===== config.mk =====
export PLATFORM = sky130hd
export DESIGN_NAME = regfile_ctx
export DESIGN_NICKNAME = d
export VERILOG_FILES = /design/src/rtl/regfile_ctx.sv
export SDC_FILE = /design/constraint.sdc
export NUM_CORES = 1
export LEC_CHECK = 0
export ABC_AREA = 1
export ABC_CLOCK_PERIOD_IN_PS = 12100
export CAP_MARGIN = 5
export CORE_UTILIZATION = 30
export CTS_BUF_LIST = sky130_fd_sc_hd__clkbuf_8
export CTS_CLUSTER_DIAMETER = 150
export CTS_CLUSTER_SIZE = 25
export DETAILED_ROUTE_END_ITERATION = 6
export SLEW_MARGIN = 20
export SYNTH_ARGS = -nofsm -noshare
export SYNTH_HDL_FRONTEND = slang
export SYNTH_SLANG_ARGS = --single-unit

===== constraint.sdc =====
create_clock -name clk -period 12.1 [get_ports clk]
set_input_delay 2.42 -clock clk [delete_from_list [all_inputs] [get_ports clk]]
set_output_delay 2.42 -clock clk [all_outputs]
set_load 0.05 [all_outputs]

===== src/rtl/regfile_ctx.sv =====
// Per-thread register file with predicate bits, two registered read ports, one write port
// and a beat-serial context save/restore engine with valid/ready handshakes.
module regfile_ctx #(
  parameter int DATA_W   = 32,
  parameter int NREGS    = 16,
  parameter int NPRED    = 4,
  parameter int CTX_REGS = 8,
  parameter int CHUNK    = 2,
  localparam int AW      = $clog2(NREGS),
  localparam int PW      = $clog2(NPRED),
  localparam int NBEATS  = CTX_REGS / CHUNK,
  localparam int KW      = (NBEATS > 1) ? $clog2(NBEATS) : 1
) (
  input  logic                    clk,
  input  logic                    rst_n,
  input  logic [AW-1:0]           rd_addr0,
  input  logic [AW-1:0]           rd_addr1,
  output logic [DATA_W-1:0]       rd_data0,
  output logic [DATA_W-1:0]       rd_data1,
  input  logic                    wen,
  input  logic [AW-1:0]           waddr,
  input  logic [DATA_W-1:0]       wdata,
  input  logic [PW-1:0]           rpred_addr,
  output logic                    rpred_data,
  input  logic                    wpred_en,
  input  logic [PW-1:0]           wpred_addr,
  input  logic                    wpred_data,
  input  logic                    save_req,
  input  logic                    restore_req,
  output logic                    busy,
  output logic                    done,
  output logic                    ctx_out_valid,
  input  logic                    ctx_out_ready,
  output logic [CHUNK*DATA_W-1:0] ctx_out_data,
  output logic                    ctx_out_last,
  input  logic                    ctx_in_valid,
  output logic                    ctx_in_ready,
  input  logic [CHUNK*DATA_W-1:0] ctx_in_data
);

  typedef enum logic [1:0] {IDLE, SAVE, RESTORE, DONE} state_t;

  state_t              state_q;
  logic [KW-1:0]       k_q;
  logic [DATA_W-1:0]   regs_q [NREGS];
  logic [NPRED-1:0]    pred_q;
  logic [DATA_W-1:0]   rd_data0_q;
  logic [DATA_W-1:0]   rd_data1_q;
  logic                rpred_q;
  logic                wr_ok;
  logic                pwr_ok;
  logic                last_beat;

  function automatic logic [AW-1:0] ctx_idx(input logic [KW-1:0] k, input int j);
    return AW'(int'(k) * CHUNK + j);
  endfunction

  assign wr_ok     = wen && (state_q == IDLE);
  assign pwr_ok    = wpred_en && (state_q == IDLE);
  assign last_beat = (k_q == KW'(NBEATS - 1));

  // Control FSM and beat counter
  always_ff @(posedge clk) begin
    if (!rst_n) begin
      state_q <= IDLE;
      k_q     <= '0;
    end else begin
      case (state_q)
        IDLE: begin
          k_q <= '0;
          if (save_req)         state_q <= SAVE;
          else if (restore_req) state_q <= RESTORE;
        end
        SAVE: if (ctx_out_ready) begin
          k_q <= last_beat ? '0 : k_q + 1'b1;
          if (last_beat) state_q <= DONE;
        end
        RESTORE: if (ctx_in_valid) begin
          k_q <= last_beat ? '0 : k_q + 1'b1;
          if (last_beat) state_q <= DONE;
        end
        default: state_q <= IDLE;
      endcase
    end
  end

  // Register array: normal writes in IDLE, unpacked beats during RESTORE
  always_ff @(posedge clk) begin
    if (!rst_n) begin
      for (int i = 0; i < NREGS; i++) regs_q[i] <= '0;
      pred_q <= '0;
    end else begin
      if (wr_ok) begin
        regs_q[waddr] <= wdata;
      end else if ((state_q == RESTORE) && ctx_in_valid) begin
        for (int j = 0; j < CHUNK; j++)
          regs_q[ctx_idx(k_q, j)] <= ctx_in_data[(CHUNK-1-j)*DATA_W +: DATA_W];
      end
      if (pwr_ok) pred_q[wpred_addr] <= wpred_data;
    end
  end

  // Registered reads with same-cycle write bypass
  always_ff @(posedge clk) begin
    if (!rst_n) begin
      rd_data0_q <= '0;
      rd_data1_q <= '0;
      rpred_q    <= 1'b0;
    end else begin
      rd_data0_q <= (wr_ok && (waddr == rd_addr0)) ? wdata : regs_q[rd_addr0];
      rd_data1_q <= (wr_ok && (waddr == rd_addr1)) ? wdata : regs_q[rd_addr1];
      rpred_q    <= (pwr_ok && (wpred_addr == rpred_addr)) ? wpred_data : pred_q[rpred_addr];
    end
  end

  // Registers cannot change during SAVE, so the beat holds while the sink stalls
  always_comb begin
    ctx_out_data = '0;
    for (int j = 0; j < CHUNK; j++)
      ctx_out_data[(CHUNK-1-j)*DATA_W +: DATA_W] = regs_q[ctx_idx(k_q, j)];
  end

  assign rd_data0      = rd_data0_q;
  assign rd_data1      = rd_data1_q;
  assign rpred_data    = rpred_q;
  assign busy          = (state_q == SAVE) || (state_q == RESTORE);
  assign done          = (state_q == DONE);
  assign ctx_out_valid = (state_q == SAVE);
  assign ctx_out_last  = (state_q == SAVE) && last_beat;
  assign ctx_in_ready  = (state_q == RESTORE);

endmodule

After elaboration in Yosys (flattened, before gate mapping) --
Memory sizes are Yosys's and may differ from the RTL's. A register that Yosys moved wholly into a read port is not among the register bits. Index checks and enable logic that the tools add are counted. W data, S select, Z words.
Cells by class: $add $sub $neg 2, magnitude comparators 3, equality and inequality tests 10, muxes and demuxes 37, bitwise operators 2, reductions and logical operators 16
Operator list (number):
- $mux W32 | 5
- $reduce_or A32 Y1 | 3
- $mux W4 | 5
- $mux W2 | 8
- $mux W1 | 14
- $pmux W2 S3 | 2
- $eq A4 B4 Y1 | 2
- $eq A2 B2 Y1 const B | 3
- $logic_and A1 B1 Y1 | 6
- $lt A2 B3 Y1 const B | 2
- $reduce_and A3 Y1 | 2
- $add A3 B1 Y4 const B | 1
- $bwmux W4 | 1
- $ne A3 B3 Y1 const B | 1
- $reduce_bool A3 Y1 | 1
- $add A2 B1 Y2 const B | 1
- $and A1 B1 Y1 | 2
- $bmux W1 S2 | 1
- $demux W1 S2 | 1
- $eq A2 B1 Y1 const B | 1
- $eq A2 B2 Y1 | 1
- $ge A2 B1 Y1 const B | 1
- $logic_not A1 Y1 | 2
- $logic_not A2 Y1 | 1
- 3 further kinds | 3
Storage, ports and cells: register bits 75, bits in writable memories 512, logic and storage cells 79, memories 1
Memories:
- regs_q | words 16, width 32, rd ports 4, clocked after Yosys merged registers in 3, write ports 16, RTL line 45 | logic [DATA_W-1:0] regs_q [NREGS];

Depth between registers and ports, before layout --
word-level depth 9, gate-level depth with buffers 13

Least setup slack after synthesis --
Ideal clock, no wire load.
path type input -> register, from in rst_n, to mem regs_q[12][0], enable pin, library setup time 0.466 ns, arrival 5.601 ns, data required time 11.634 ns, setup slack 6.033 ns, cell stages on the path 9, path buffers 3, path through buf_4 nand2_2 nor2_4 nand2_4 buf_6 o21ai_2 nand3_1 buf_2 o21ai_0
RTL lines:
- from (decl) | RTL line 15 | input logic rst_n,
- to (decl) | RTL line 45

==> impl_summary.md <==
Worst setup path
On the worst path, the slowest cell contributes a delay of 0.97 ns. The worst setup path is of the reg -> out kind. On the critical path the largest part of the delay comes from buffers and inverters. The worst setup path is captured at an output pin. Counting both buffers and inverters, the worst setup path holds a total of 4. Walking the worst path, the cells encountered are buf_4 > inv_2 > buf_4 > o21ai_0 > a21oi_1 > a21oi_1 > clkdlybuf4s50_1. The maximum fanout encountered on the critical timing path is 51. The worst reg-to-reg setup slack is 7.85 ns.

The worst setup path is launched from a flop. Data arrives at the worst endpoint at 4.65 ns. The data required time of the worst path is 9.68 ns. For this design, the slowest cell found on the critical path is sky130_fd_sc_hd__clkdlybuf4s50_1.

Timing
The worst-case hold slack is 0.467 ns. Setup violations remaining at the end of the flow were counted as 0. The worst path uses 58.4% of the clock period. The final clock skew is 0.0506 ns. The clock period could shrink to 7.07 ns. The number of max-slew violations in the final report is 0. The relative slew slack is 17.1%. The peak clock frequency supported by timing is 142 MHz. Setup repair after global routing left no endpoint under its margin. The final count of hold timing violations is 0. For the pin with the worst max-slew slack, the measured transition is 1.24 ns. The setup TNS is 0 ns.

Yosys
The compound-cell area share of the yosys netlist is 5.30%. The average instance in the mapped netlist occupies 7.42 sq um. The synthesized netlist devotes 0.272% of its cell area to adder and majority cells. The summed instance area of the synthesized netlist is 0.0369 sq mm. The count of state elements after synthesis is 621. The dominant register cell in the synthesized netlist is sky130_fd_sc_hd__edfxtp_1. The number of nets in the synthesized netlist is 5100.

The basic-gate share of the synthesized area counting and, or, nand and nor cells is 33.9%. After synthesis, the largest family of logic cells by area is simple AND/OR/NAND/NOR gates. The share of flip-flops with an asynchronous set or reset after synthesis is 0%. The warning count from the yosys run is 0. Measured against the total synthesized area, the mux share comes to 1.95%. The number of flops mapped to enable cells by yosys is 512.

Of the total synthesized cell area, the portion taken by XOR and XNOR cells is 0.119%. The number of library cell types mapped by synthesis is 30. The sequential fraction of the synthesis area is 47.6%. The cell count after synthesis is 4971.

Global routing
Entering global routing, the biggest net connects 113 pins. The initial antenna violation count is 7. The first-pass GRT wire length is 216000 um.

The total overflow left after global routing is 0. The via count of the first global-routing pass is 33.1k. Global routing used 22.9% of the available tracks across all layers.

Clock network
The H-tree level count is 1. After clock tree synthesis, the setup repair step added 0 buffers. The number of gates resized after CTS was 0. TritonCTS built the clock tree.

The largest buffer count on any clock path is 3. At the later pin of the worst-skew pair, clock insertion delay measures 0.79 ns. The tree is rooted in a sky130_fd_sc_hd__clkbuf_8. The number of clock sinks is 621. The number of hold buffers added after CTS was 0. After clock tree synthesis, the clock-pin slew on the worst setup and hold paths is 0.17 ns. Clock tree synthesis inserted a total of 28 buffers.

Layout
Once layout is complete, the cells apart from fillers number 6589. The area growth from synthesis to layout is 11.4%. Measured on the finished design, the core utilization comes to 33.7%. For this run, the post-layout net count is 5067. Leaving out fill and tap cells, the most frequent cell in the layout is sky130_fd_sc_hd__nand2_1. The fraction of final layout cells with drive strength greater than 1 is 5.73%. Counting the fill cells in the layout gives 12.7k. In the layout the commonest cells are sky130_fd_sc_hd__nand2_1 (1420), sky130_fd_sc_hd__nand3_1 (1031), sky130_fd_sc_hd__inv_1 (621).

Power
Cell internal power was estimated by the tool at 3.29 mW. For this design the total switching power over the nets is 2.49 mW. For this design the static power due to leakage is 18.1 nW. The relative contribution of the clock network to total power is 16.3%. In this run switching power makes up 43.1% of total power.

Sequential cells burn 43.5% of the power. The share of total power dissipated in combinational logic is 40.3%. The largest vdd supply drop is 103 uV. The post-layout total power is 5.78 mW. In this run the power density over the cells is 141 mW/mm^2.

Placed design
Counting tap cells, the placed design contains a total of 6533 instances. The count of input and output buffers is 254. Routability-driven placement finished with a final weighted congestion of 0.909. The estimated wirelength of the detail-placed design is 92600 um.

Die
In this run the vertical extent of the chip is 353 um. For this configuration, the core starts out at a cell density of 30.2%. The die covers 0.124 sq mm.

The count of pins on the block boundary is 255. The row count is 128. The area inside the core boundary is 0.122 sq mm. The die is 353 um wide.

Detailed routing
In the routed layout, each cell is associated on average with a via count of 5.37. The wire length after detailed routing is 148000 um. The number of routed nets with antenna violations is 0. The first detailed-routing pass took 6 iterations. The detailed router's first-iteration violation count is 4502. The final routed DRC violation total is 0. The average detailed-routed wire length per instance is 22.4 um. The detailed router placed 35.4k vias in this run.

Outcome
The flow ran to the end, and the final reports show no timing, DRC or antenna violations.

Hold path
The path type of the worst min-delay path is reg -> reg.

Run
The tool flagged a number of max-cap violations equal to 0.
[power by group through the flow]
stage / clock network, mW / registers [mW] / logic [mW]
2_1_floorplan: 0 / 2.53 / 1.41
3_3_place_gp: 0 / 2.56 / 2.30
3_5_place_dp: 0 / 2.56 / 2.31
4_1_cts: 0.942 / 2.51 / 2.32
5_1_grt: 1.00 / 2.52 / 2.45
6_report: 0.942 / 2.51 / 2.33
[Yosys cell counts (3+ instances only)]
cell type                  number  share of area (%)
sky130_fd_sc_hd__nand2_1     1424                 14
sky130_fd_sc_hd__nor2_1       268                2.7
sky130_fd_sc_hd__clkinv_1       3              0.031
sky130_fd_sc_hd__dfxtp_1      109                5.9
sky130_fd_sc_hd__clkbuf_1     237                2.4
sky130_fd_sc_hd__mux2_2        64                2.0
sky130_fd_sc_hd__o21ai_2       11               0.26
sky130_fd_sc_hd__nand4_1        3              0.051
sky130_fd_sc_hd__o21ai_1       21               0.29
sky130_fd_sc_hd__nand2_2        3              0.051
sky130_fd_sc_hd__nor3_1        90                1.2
sky130_fd_sc_hd__a21oi_1      269                3.7
sky130_fd_sc_hd__o21ai_0       81                1.1
sky130_fd_sc_hd__ha_1           8               0.27
sky130_fd_sc_hd__buf_2         81                1.1
sky130_fd_sc_hd__buf_1         66               0.67
sky130_fd_sc_hd__nand3_1     1036                 14
sky130_fd_sc_hd__inv_2          4              0.041
sky130_fd_sc_hd__buf_4         15               0.31
sky130_fd_sc_hd__inv_1        609                6.2
sky130_fd_sc_hd__xor2_1         5               0.12
sky130_fd_sc_hd__nor2_2         4              0.068
sky130_fd_sc_hd__edfxtp_1     512                 42
sky130_fd_sc_hd__nor3_2        39                1.1
[area by class of cell]
class,instances,area (sq um),share of cell area (%)
sequential,621,17600,42.8
clock buffer,29,399,0.972
multi-input combinational,3333,15500,37.6
antenna,4,10.0,0.0244
clock inverter,23,113,0.274
tap,1625,2030,4.95
timing repair buffer,338,3160,7.69
inverter,616,2330,5.67
[final timing paths]
check / to / depth (start not counted) / from
max: ctx_out_data[48] / 7 / flop
min: pred_q[0] / 2 / pred_q[0]
max reg2reg: regs_q[11][1] / 10 / state_q[0]
min reg2reg: pred_q[0] / 2 / pred_q[0]
[logic make-up after synthesis]
logic type	after synthesis
adder cells (fa/ha/maj)	8
XOR/XNOR	5
flip-flops	621
multiplexers	64
AO/OA/AOI/OAI	382
buffers and inverters	1017
AND/OR/NAND/NOR	2874
[tightest hold or removal path, delay by kind of cell (launching register included)]
family | cells | cell delay (ns)
buffers and inverters | 1 | 0.06
DFF | 1 | 0.33
AOI/OAI and AO/OA | 1 | 0.06
[per-layer routing]
layer  GRT usage (%)  vias up  share of wire, %
met4            12.2        4               6.0
li1                -    16037                 -
met5               0        -             0.021
met1            30.0    16730                39
met3            4.02      363                11
met2            36.0     2252                44
[through the flow]
| stage | cell area, sq um | setup slack [ns] |
|---|---|---|
| global placement | 40500 | 5.40 |
| global route | 41100 | 4.84 |
| CTS | 41000 | 5.05 |
| finish | 41100 | 5.03 |
| detailed placement | 40500 | 5.37 |
| floorplan | 36900 | 6.03 |
Power figures use the tool's default switching activity.
